$ cat src/rtl/alu_issue_decode.sv
// Decode/issue pipeline register for RV32I OP, OP-IMM, LUI and AUIPC.
// Produces ALU operands, a 4-bit select and writeback control behind a valid/ready handshake.
module alu_issue_decode #(
  parameter int unsigned XLEN = 32
) (
  input  logic            clk,
  input  logic            rst,
  input  logic            flush,
  input  logic            in_valid,
  output logic            in_ready,
  input  logic [31:0]     instr,
  input  logic [XLEN-1:0] pc,
  input  logic [XLEN-1:0] rs1_data,
  input  logic [XLEN-1:0] rs2_data,
  output logic            out_valid,
  input  logic            out_ready,
  output logic [XLEN-1:0] in_a,
  output logic [XLEN-1:0] in_b,
  output logic [3:0]      alu_select,
  output logic [4:0]      rd,
  output logic            wb_en,
  output logic            illegal
);

  localparam logic [3:0] SelAdd  = 4'b0000;
  localparam logic [3:0] SelSub  = 4'b0001;
  localparam logic [3:0] SelSll  = 4'b0010;
  localparam logic [3:0] SelSlt  = 4'b0011;
  localparam logic [3:0] SelSltu = 4'b0100;
  localparam logic [3:0] SelXor  = 4'b0101;
  localparam logic [3:0] SelSrl  = 4'b0110;
  localparam logic [3:0] SelSra  = 4'b0111;
  localparam logic [3:0] SelOr   = 4'b1000;
  localparam logic [3:0] SelAnd  = 4'b1001;

  localparam logic [6:0] OpcOp    = 7'b0110011;
  localparam logic [6:0] OpcOpImm = 7'b0010011;
  localparam logic [6:0] OpcLui   = 7'b0110111;
  localparam logic [6:0] OpcAuipc = 7'b0010111;

  localparam logic [6:0] F7Base = 7'b0000000;
  localparam logic [6:0] F7Alt  = 7'b0100000;

  logic [6:0]      opcode;
  logic [2:0]      funct3;
  logic [6:0]      funct7;
  logic [XLEN-1:0] imm_i;
  logic [XLEN-1:0] imm_u;
  logic [XLEN-1:0] shamt_r;
  logic [XLEN-1:0] shamt_i;

  assign opcode  = instr[6:0];
  assign funct3  = instr[14:12];
  assign funct7  = instr[31:25];
  assign imm_i   = {{(XLEN-12){instr[31]}}, instr[31:20]};
  assign imm_u   = {instr[31:12], 12'b0};
  assign shamt_r = {{(XLEN-5){1'b0}}, rs2_data[4:0]};
  assign shamt_i = {{(XLEN-5){1'b0}}, instr[24:20]};

  logic            dec_legal;
  logic [XLEN-1:0] dec_a;
  logic [XLEN-1:0] dec_b;
  logic [3:0]      dec_sel;

  always_comb begin
    dec_legal = 1'b1;
    dec_a     = rs1_data;
    dec_b     = rs2_data;
    dec_sel   = SelAdd;
    case (opcode)
      OpcOp: begin
        if (funct7 == F7Base) begin
          case (funct3)
            3'b000: dec_sel = SelAdd;
            3'b001: begin
              dec_sel = SelSll;
              dec_b   = shamt_r;
            end
            3'b010: dec_sel = SelSlt;
            3'b011: dec_sel = SelSltu;
            3'b100: dec_sel = SelXor;
            3'b101: begin
              dec_sel = SelSrl;
              dec_b   = shamt_r;
            end
            3'b110: dec_sel = SelOr;
            3'b111: dec_sel = SelAnd;
            default: dec_legal = 1'b0;
          endcase
        end else if (funct7 == F7Alt && funct3 == 3'b000) begin
          dec_sel = SelSub;
        end else if (funct7 == F7Alt && funct3 == 3'b101) begin
          dec_sel = SelSra;
          dec_b   = shamt_r;
        end else begin
          dec_legal = 1'b0;
        end
      end
      OpcOpImm: begin
        dec_b = imm_i;
        case (funct3)
          3'b000: dec_sel = SelAdd;
          3'b001: begin
            dec_sel   = SelSll;
            dec_b     = shamt_i;
            dec_legal = (funct7 == F7Base);
          end
          3'b010: dec_sel = SelSlt;
          3'b011: dec_sel = SelSltu;
          3'b100: dec_sel = SelXor;
          3'b101: begin
            dec_b = shamt_i;
            if (funct7 == F7Base) begin
              dec_sel = SelSrl;
            end else if (funct7 == F7Alt) begin
              dec_sel = SelSra;
            end else begin
              dec_legal = 1'b0;
            end
          end
          3'b110: dec_sel = SelOr;
          3'b111: dec_sel = SelAnd;
          default: dec_legal = 1'b0;
        endcase
      end
      OpcLui: begin
        dec_a = '0;
        dec_b = imm_u;
      end
      OpcAuipc: begin
        dec_a = pc;
        dec_b = imm_u;
      end
      default: dec_legal = 1'b0;
    endcase
    // Illegal entries still flow, but carry neutral operands and no writeback.
    if (!dec_legal) begin
      dec_a   = '0;
      dec_b   = '0;
      dec_sel = SelAdd;
    end
  end

  logic            valid_q, valid_d;
  logic [XLEN-1:0] a_q, a_d;
  logic [XLEN-1:0] b_q, b_d;
  logic [3:0]      sel_q, sel_d;
  logic [4:0]      rd_q, rd_d;
  logic            wb_q, wb_d;
  logic            ill_q, ill_d;
  logic            load;

  // flush is included so a flushed slot is visibly free to upstream.
  assign in_ready = flush || !valid_q || out_ready;
  assign load     = in_valid && in_ready && !flush;

  always_comb begin
    valid_d = valid_q;
    a_d     = a_q;
    b_d     = b_q;
    sel_d   = sel_q;
    rd_d    = rd_q;
    wb_d    = wb_q;
    ill_d   = ill_q;
    if (flush) begin
      valid_d = 1'b0;
    end else if (load) begin
      valid_d = 1'b1;
      a_d     = dec_a;
      b_d     = dec_b;
      sel_d   = dec_sel;
      rd_d    = instr[11:7];
      wb_d    = dec_legal && (instr[11:7] != 5'd0);
      ill_d   = !dec_legal;
    end else if (valid_q && out_ready) begin
      valid_d = 1'b0;
    end
  end

  always_ff @(posedge clk or posedge rst) begin
    if (rst) begin
      valid_q <= 1'b0;
      a_q     <= '0;
      b_q     <= '0;
      sel_q   <= 4'b0000;
      rd_q    <= 5'd0;
      wb_q    <= 1'b0;
      ill_q   <= 1'b0;
    end else begin
      valid_q <= valid_d;
      a_q     <= a_d;
      b_q     <= b_d;
      sel_q   <= sel_d;
      rd_q    <= rd_d;
      wb_q    <= wb_d;
      ill_q   <= ill_d;
    end
  end

  assign out_valid  = valid_q;
  assign in_a       = a_q;
  assign in_b       = b_q;
  assign alu_select = sel_q;
  assign rd         = rd_q;
  assign wb_en      = wb_q;
  assign illegal    = ill_q;

endmodule

$ cat config.mk
export PLATFORM = sky130hd
export DESIGN_NAME = alu_issue_decode
export DESIGN_NICKNAME = d
export VERILOG_FILES = /design/src/rtl/alu_issue_decode.sv
export SDC_FILE = /design/constraint.sdc
export NUM_CORES = 1
export LEC_CHECK = 0
export CORE_ASPECT_RATIO = 1.5
export CORE_MARGIN = 2
export CORE_UTILIZATION = 41
export DETAILED_ROUTE_END_ITERATION = 6
export GPL_TIMING_DRIVEN = 0
export PLACE_DENSITY = 0.84
export RECOVER_POWER = 25
export REMOVE_ABC_BUFFERS = 1
export SYNTH_ARGS = -nofsm -noshare
export SYNTH_HDL_FRONTEND = slang
export SYNTH_SLANG_ARGS = --single-unit
$ cat constraint.sdc
create_clock -name clk -period 3.4 [get_ports clk]
set_input_delay 0.85 -clock clk [delete_from_list [all_inputs] [get_ports clk]]
set_output_delay 0.85 -clock clk [all_outputs]
set_load 0.005 [all_outputs]
---- Word level (Yosys, flattened, before mapping) ----
Index checks and enable logic that the tools add are counted.
word-level totals
  bits in registers ....................... 76
  bits of input ports ..................... 133
  output and inout bits ................... 77
  logic and storage cells ................. 66
operators by class
  equal/unequal tests ..................... 12
  multiplexer cells ....................... 28
  bitwise operators ....................... 1
  reductions and logical operators ........ 18
operator list
  cell                  count
  $mux W32              7
  $pmux W32 S3          1
  $pmux W32 S2          1
  $pmux W4 S8           2
  $eq A7 B6 Y1 const B  3
  $eq A7 B5 Y1 const B  2
  $eq A3 B3 Y1 const B  4
  $mux W3               4
  $mux W1               8
  $mux W4               2
  $pmux W4 S2           1
  $logic_not A7 Y1      1
  $eq A3 B2 Y1 const B  2
  $logic_and A1 B1 Y1   6
  $reduce_bool A5 Y1    1
  $reduce_or A2 Y1      2
  $eq A3 B1 Y1 const B  1
  $logic_not A1 Y1      3
  $logic_not A3 Y1      1
  $pmux W1 S3           1
  $reduce_bool A3 Y1    1
  $logic_or A1 B1 Y1    2
  $pmux W1 S2           1
  $reduce_and A2 Y1     1
  $not A1 Y1            1

---- Longest topological paths before layout ----
Gate-level depths: netlist (run 1).
  depth in word-level cells ............... 7
  mapped depth ............................ 7
  gate-level depth less buffers ........... 5

---- Least setup slack after synthesis (run 1) ----
Ideal clock, no wire load.
  kind .................................... input to register
  start ................................... in instr[26]
  end ..................................... reg a_q[16] (netlist: in_a[16])
  library setup time ...................... 0.076 ns
  data arrival time ....................... 2.262 ns
  required time ........................... 3.324 ns
  slack ................................... 1.062 ns
  cell stages on the path ................. 6
  buffers on the path ..................... 1
  path through ............................ or4_4 nor2_4 o21ai_2 a211o_4 buf_6 o21ai_1
on the way
  longest elaborated chain between the ends .. 7
  elaborated cells between the ends (all ways) .. 12
  classes of those cells .................. eq/ne (1); mux (8); reduce/logical (3)
RTL lines
  item                  line         RTL
  from (decl)           11           input logic [31:0] instr,
  $eq A7 B6 Y1          90, 92, 115
  $logic_and A1 B1 Y1   92           end else if (funct7 == F7Alt && funct3 == 3'b101) begin
  $mux W1               92
  $mux W1               90           end else if (funct7 == F7Alt && funct3 == 3'b000) begin
  $mux W1               72           if (funct7 == F7Base) begin
  $pmux W1 S3 *         70           case (opcode)
  $mux W32 *            137          if (!dec_legal) begin
  to (signal assigned)  183          a_q <= '0;
  to (signal assigned)  191          a_q <= a_d;
  to (decl)             145          logic [XLEN-1:0] a_q, a_d;
Mark *: on every way between the ends. The rest lies on a longest branch, timed or not.
A chain may end at the register's enable or synchronous reset.

---- Final worst setup path (run 1) ----
  start ................................... in instr[2]
  end ..................................... reg b_q[22] (netlist: in_b[22])
on the way
  longest elaborated chain between the ends .. 4
  elaborated cells between the ends (all ways) .. 8
  classes of those cells .................. eq/ne (4); mux (3); reduce/logical (1)
RTL lines
  item                                          line  RTL
  $eq A7 B5 Y1 or $eq A7 B6 Y1 (tied branches)  70
  $reduce_or A2 Y1 (no line)                    n/a
  $pmux W32 S3 or $pmux W1 S3 (tied branches)   70
  $mux W32 *                                    137
  to (signal assigned)                          184   b_q <= '0;
  to (signal assigned)                          192   b_q <= b_d;
  to (decl)                                     146   logic [XLEN-1:0] b_q, b_d;
Marked as above.

==> flow_summary.toml, run 1 <==
[run_status]
status = "finished with violations"
violations = "capacitance limit, slew limit"

[power]
comb_power_share = 0.151
p_sw_frac = 0.219
p_int_uw = 1880
finalPower_uw = 2400
seqPwrFrac = 0.387
power_density_nw_per_um2 = 360
p_leak_uw = 0.00289
peakVddDrop_mv = 0.230
netSwitchingPower_uw = 526
clockPowerShare = 0.462

[critical_path]
critical_path_class = "primary input to flop"
critPathCaptureType = "flop"
cp_max_fo = 28
worstPathRequired_ps = 3650
timing.rr.end = "in_a[14]"
r2r_slack_ps = 760
worstPathArrival_ps = 3430
reg2reg_from = "out_valid"
start_kind = "primary input"
ff2ff_path_depth = 6

[layout]
area_delta_synth_final_pct = 59.1
num_antenna_cells = 0
fillers = 812
finalNonFillerCells = 772
final_nets = 783
final_util = 0.666
drive_gt1_frac = 0.0718

[die]
rows = 45
dieWidth_um = 86.6
die_h_um = 128
io_pins = 210
die_area_um2 = 11100
core_um2 = 10000
initial_core_util = 0.419

[timing]
fin_crit_ps = 3170
finClkSkew_ps = 5.45
rsz0062_at_grt = "false"
final.setup.tns_ps = 0
hold_viol = 0
fin_crit_sh = 0.934
tightest_slew_ps = 1750
slew_violations = 71
slew_headroom = -0.166
worst_slack_ps = 225
setup_viol = 0
timing.fmax_mhz = 315

[synth]
avgSynthCellArea_um2 = 9.14
synth_ff_type = "dfrtp_1"
synthCells = 459
syn-cell-area_um2 = 4200
synth_edf_count = 0
synthArstFlopShare = 1.00
seq_area_frac_synth = 0.453
synth-seq-cells = 76
ys_warn_count = 0
synth.distinct_cells = 47

[cts]
cts_root_buf = "clkbuf_16"
clk_pin_slew_ps = 60
insertion_delay_ps = 330
hold_buffers = 0
postCtsSetupBuffers = 0
cts_sinks = 76
clock_path_buffers = 2
cts-htree-levels = 3
cts_buffers = 9
ctsResizeCount = 0
cts_tree = "done"

[route]
via_per_inst = 5.43
vias = 4191
drc = 0
drt_wl_total_mm = 13.3
drtPass1Iterations = 4
ant_nets = 0
wl_per_cell_um = 17.2
drt_iter0_markers = 190

[global_routing]
grt_max_degree = 71
antenna_found_initial = 0
grt_overflow = 0
grt_usage = 0.244
grt_pass1_wl_mm = 21.3
grt_pass1_vias = 4430

[placed_design]
dp.cells = 756
numPortBuffers = 209
gp_congestion = 0.934
hpwlAfterDp_mm = 9.73
place_ws_ps = -130

[flow_run]
maxCapViolations = 1

[hold_path]
hp-start = "wb_en"
min_to = "wb_en"
min_delay_path_depth = 2
holdCritPathClass = "flop to flop"
[how the worst max path moves through the flow]
stage               startpoint  cells past startpoint        to  slack, ps
detailed placement   out_ready                      7   illegal       -130
finish                instr[2]                      6  in_b[22]        230
floorplan            out_ready                      4   illegal       -220
global placement      instr[5]                      5  in_b[31]      -2090
CTS                  out_ready                      7   illegal        230
global route         out_ready                      7  in_a[13]         10
[synthesized netlist by cell type, types with 2 or more instances]
cell type | instances | area [µm²]
mux2i_1 | 32 | 320
buf_4 | 2 | 15.0
nand2_1 | 95 | 357
nand4_1 | 2 | 12.5
dfrtp_1 | 76 | 1900
a22oi_1 | 10 | 75.1
and2b_1 | 7 | 52.6
o21ai_2 | 4 | 35.0
nor3_1 | 4 | 20.0
nor2b_1 | 27 | 169
a22o_1 | 6 | 52.6
mux2_2 | 5 | 56.3
nand3b_1 | 2 | 15.0
buf_6 | 10 | 113
o21ai_0 | 12 | 60.1
o21ai_1 | 57 | 285
nor2_1 | 4 | 15.0
o41a_1 | 2 | 22.5
o211ai_1 | 2 | 15.0
clkbuf_1 | 19 | 71.3
or2_2 | 3 | 18.8
nor3b_1 | 2 | 15.0
a21boi_0 | 2 | 15.0
buf_2 | 3 | 15.0
inv_1 | 7 | 26.3
a21oi_1 | 43 | 215
[metal layers]
metal | global-route usage | up-vias | routed length (µm)
met3 | 0.0618 | 40 | 990
met1 | 0.272 | 1990 | 4950
met4 | 0.118 | 0 | 479
met5 | 0 | - | 0
li1 | - | 1974 | -
met2 | 0.427 | 187 | 6860
[stage by stage]
| stage | hold slack (ps) | instance area, µm² |
|---|---|---|
| 2_1_floorplan | 463 | 3970 |
| 6_report | 475 | 6680 |
| 5_1_grt | 511 | 6680 |
| 3_3_place_gp | 459 | 6210 |
| 4_1_cts | 479 | 6700 |
| 3_5_place_dp | 465 | 6350 |
[cells by family after synthesis]
| kind of cell | after synthesis | synth area share |
|---|---|---|
| flip-flops | 76 | 0.453 |
| multiplexers | 37 | 0.0898 |
| buffers and inverters | 42 | 0.0594 |
| AND/OR/NAND/NOR | 158 | 0.190 |
| AO/OA/AOI/OAI | 145 | 0.206 |
| XOR/XNOR | 1 | 0.00209 |
[power groups by stage]
stage | combinational (µW) | clock (µW) | sequential [µW]
3_5_place_dp | 366 | 0 | 947
2_1_floorplan | 108 | 0 | 948
3_3_place_gp | 342 | 0 | 945
5_1_grt | 391 | 1170 | 932
6_report | 362 | 1110 | 931
4_1_cts | 368 | 1140 | 931
[worst max-delay path, stage by stage]
cell and delay (ps):
clkdlybuf4s50_1 950, nand4bb_1 450, nor3_2 720, buf_8 240, a21oi_1 80, o21ai_1 120
[flip-flops by register name, indices dropped and copies added, names as in the netlist]
name        count
out_valid       1
wb_en           1
rd              5
alu_select      4
in_b           32
illegal         1
in_a           32
[cell type report]
class	count	area [µm²]	area share
repair buffers	215	2200	0.329
multi-input cells	341	2050	0.307
flip-flops and latches	76	1900	0.285
clock buffers	10	239	0.0358
well taps	117	146	0.0219
clock inverters	6	111	0.0167
inverters	7	27.5	0.00412
[cell usage in the layout (no fill, tap or decap), types with 2 or more instances in the layout]
cell | Yosys | routed
clkdlybuf4s50_1 | 0 | 207
nor2b_1 | 27 | 27
a21oi_1 | 43 | 43
mux2i_1 | 32 | 32
o41a_1 | 2 | 2
mux2_2 | 5 | 5
a21boi_0 | 2 | 2
and2b_1 | 7 | 7
clkbuf_16 | 0 | 9
nor3_1 | 4 | 3
nor2_1 | 4 | 4
o21ai_2 | 4 | 4
a22o_1 | 6 | 6
dfrtp_1 | 76 | 76
nor3b_1 | 2 | 2
nand3b_1 | 2 | 2
o21ai_1 | 57 | 57
or2_2 | 3 | 3
a22oi_1 | 10 | 10
o211ai_1 | 2 | 2
buf_16 | 0 | 2
inv_1 | 7 | 6
nand2_1 | 95 | 94
bufinv_16 | 0 | 3
o21ai_0 | 12 | 12
nand4_1 | 2 | 2
buf_8 | 0 | 2
Note: power is estimated with default switching activity, not from simulation.
==> run 2: changes to the inputs <==
--- a/config.mk
+++ b/config.mk
@@ -8,11 +8,13 @@
 export CORE_ASPECT_RATIO = 1.5
 export CORE_MARGIN = 2
 export CORE_UTILIZATION = 41
+export CTS_CLUSTER_SIZE = 12
 export DETAILED_ROUTE_END_ITERATION = 6
 export GPL_TIMING_DRIVEN = 0
 export PLACE_DENSITY = 0.84
 export RECOVER_POWER = 25
 export REMOVE_ABC_BUFFERS = 1
+export SETUP_SLACK_MARGIN = 0.15
 export SYNTH_ARGS = -nofsm -noshare
 export SYNTH_HDL_FRONTEND = slang
 export SYNTH_SLANG_ARGS = --single-unit
==> constraint.sdc (replaced) <==
create_clock -name clk -period 3.4 [get_ports clk]
set_input_delay 0.68 -clock clk [delete_from_list [all_inputs] [get_ports clk]]
set_output_delay 0.68 -clock clk [all_outputs]
set_load 0.005 [all_outputs]
==> results of run 2 <==
The final DEF is identical to that of run 1. Status: finished with violations: capacitance limit, slew limit.
Main changes from that run: setup slack after placement -130 ps -> 39.6 ps; setup slack after layout 225 ps -> 395 ps
==> run 3: changes to the inputs <==
--- a/config.mk
+++ b/config.mk
@@ -5,6 +5,7 @@
 export SDC_FILE = /design/constraint.sdc
 export NUM_CORES = 1
 export LEC_CHECK = 0
+export CAP_MARGIN = 40
 export CORE_ASPECT_RATIO = 1.5
 export CORE_MARGIN = 2
 export CORE_UTILIZATION = 41
==> constraint.sdc (replaced) <==
create_clock -name clk -period 2.8 [get_ports clk]
set_input_delay 0.56 -clock clk [delete_from_list [all_inputs] [get_ports clk]]
set_output_delay 0.56 -clock clk [all_outputs]
set_load 0.005 [all_outputs]
==> run 3 against run 2 <==
- the flow still finishes with violations (capacitance limit, slew limit)
- largest cell class unchanged
- clock power rose by 22%
- largest power group unchanged
- utilization rose by 0.94 points
- sequential cell count did not move
==> flow_summary.toml, run 3 (synthesis gave the netlist of run 1 again) <==
[critical_path]
path_cells = "clkdlybuf4s50_1 -> or2b_2 -> or2_2 -> clkdlybuf4s50_1"
critical_path_class = "primary input to primary output"
reg2reg_from = "out_valid"
start_kind = "primary input"
crit_start = "out_ready"
worstPathArrival_ps = 2020
critPathCaptureType = "primary output"
critPathMostFrequentCell = "clkdlybuf4s50_1"
cpPeakStageDelay_ps = 450
worstPathRequired_ps = 2240
crit_slowest_cell = "clkdlybuf4s50_1"
r2r_slack_ps = 790
cp_max_fo = 4

[hold_path]
hp-start = "wb_en"
holdCritPathClass = "flop to flop"

[route]
vias = 4265
wl_per_cell_um = 17.8
via_per_inst = 5.48
ant_nets = 0
drt_wl_total_mm = 13.8
drt_iter0_markers = 192
drtPass1Iterations = 4
drc = 0

[layout]
num_antenna_cells = 0
final_nets = 789
multi_input_area_um2 = 2090
seq_area_um2 = 1900
fillers = 807
area_delta_synth_final_pct = 61.3
layout_commonest_cell = "clkdlybuf4s50_1"
final_cell_mix = "clkdlybuf4s50_1 (207), nand2_1 (94), dfrtp_1 (76)"
drive_gt1_frac = 0.0787
final_util = 0.675

[cts]
hold_buffers = 0
cts_buffers = 9
cts_root_buf = "clkbuf_16"
cts_sinks = 76
insertion_delay_ps = 330
cts-htree-levels = 3
cts_tree = "done"
clock_path_buffers = 2
clk_pin_slew_ps = 60

[timing]
fin_crit_sh = 0.920
timing.hold.ws_ps = 481
worst_slack_ps = 223
tightest_slew_ps = 1530
rsz0062_at_grt = "false"
timing.fmax_mhz = 388
fin_crit_ps = 2580
finClkSkew_ps = 8.13
slew_headroom = -0.0226
slew_violations = 38
setup_viol = 0
hold_viol = 0

[die]
rows = 45
initial_core_util = 0.419
die_area_um2 = 11100
core_um2 = 10000
io_pins = 210
die_h_um = 128
dieWidth_um = 86.6

[power]
power_density_nw_per_um2 = 433
peakVddDrop_mv = 0.262
p_leak_uw = 0.00293
finalPower_uw = 2930

[placed_design]
numPortBuffers = 209
place_ws_ps = -504
hpwlAfterDp_mm = 9.78
gp_congestion = 0.934

[run_status]
violations = "capacitance limit, slew limit"
status = "finished with violations"

[global_routing]
grt_pass1_vias = 4448
grt_usage = 0.250
grt_overflow = 0
antenna_found_initial = 0
grt_pass1_wl_mm = 21.8
grt_max_degree = 52

[flow_run]
maxCapViolations = 1
-- run 3: metal layers --
layer	GRT usage	vias to the layer above	part of all wire
li1	-	1993	-
met1	0.275	2048	0.37
met2	0.452	190	0.52
met3	0.0560	34	0.072
met4	0.114	0	0.032
met5	0	-	0
-- run 3: through the flow --
stage	instances	setup TNS (ps)	instance area (µm²)
floorplan	424	-25890	3970
finish	778	0	6770
detailed placement	758	-31210	6340
global route	778	0	6770
CTS	777	0	6730
global placement	750	-231060	6210
-- run 3: power breakdown --
part	internal (µW)	switching [µW]	leakage, µW	total (µW)
logic	272	179	0.00172	451
registers	1120	10.5	0.00104	1130
clock network	895	458	0.000169	1350
total	2290	648	0.00293	2930
-- run 3: path summary, 6_finish.rpt --
path                                  to  depth (start not counted)
worst max-delay path            in_ready                          4
worst min-delay path               wb_en                          2
worst max register to register   in_b[4]                          7
worst min register to register     wb_en                          2
max in group asynchronous       in_b[26]                          3
min in group asynchronous       in_a[12]                          2
-- run 3: cell type report --
type	count	share of cell area
Clock buffer	10	0.0353
Tap cell	117	0.0216
Multi-Input combinational cell	343	0.309
Inverter	7	0.00388
Timing Repair Buffer	219	0.332
Sequential cell	76	0.281
Clock inverter	6	0.0165
-- run 3: critical path, delay by kind of cell --
family                 cells  cell delay (ps)
and+or+nand+nor            2              620
buffers and inverters      2              840
-- run 3: repair_timing --
action / CTS / global route
resized for setup: 2 / 2
buffers inserted: 1 / 0
setup endpoints to repair: 69 / 29
cloned: 2 / 0
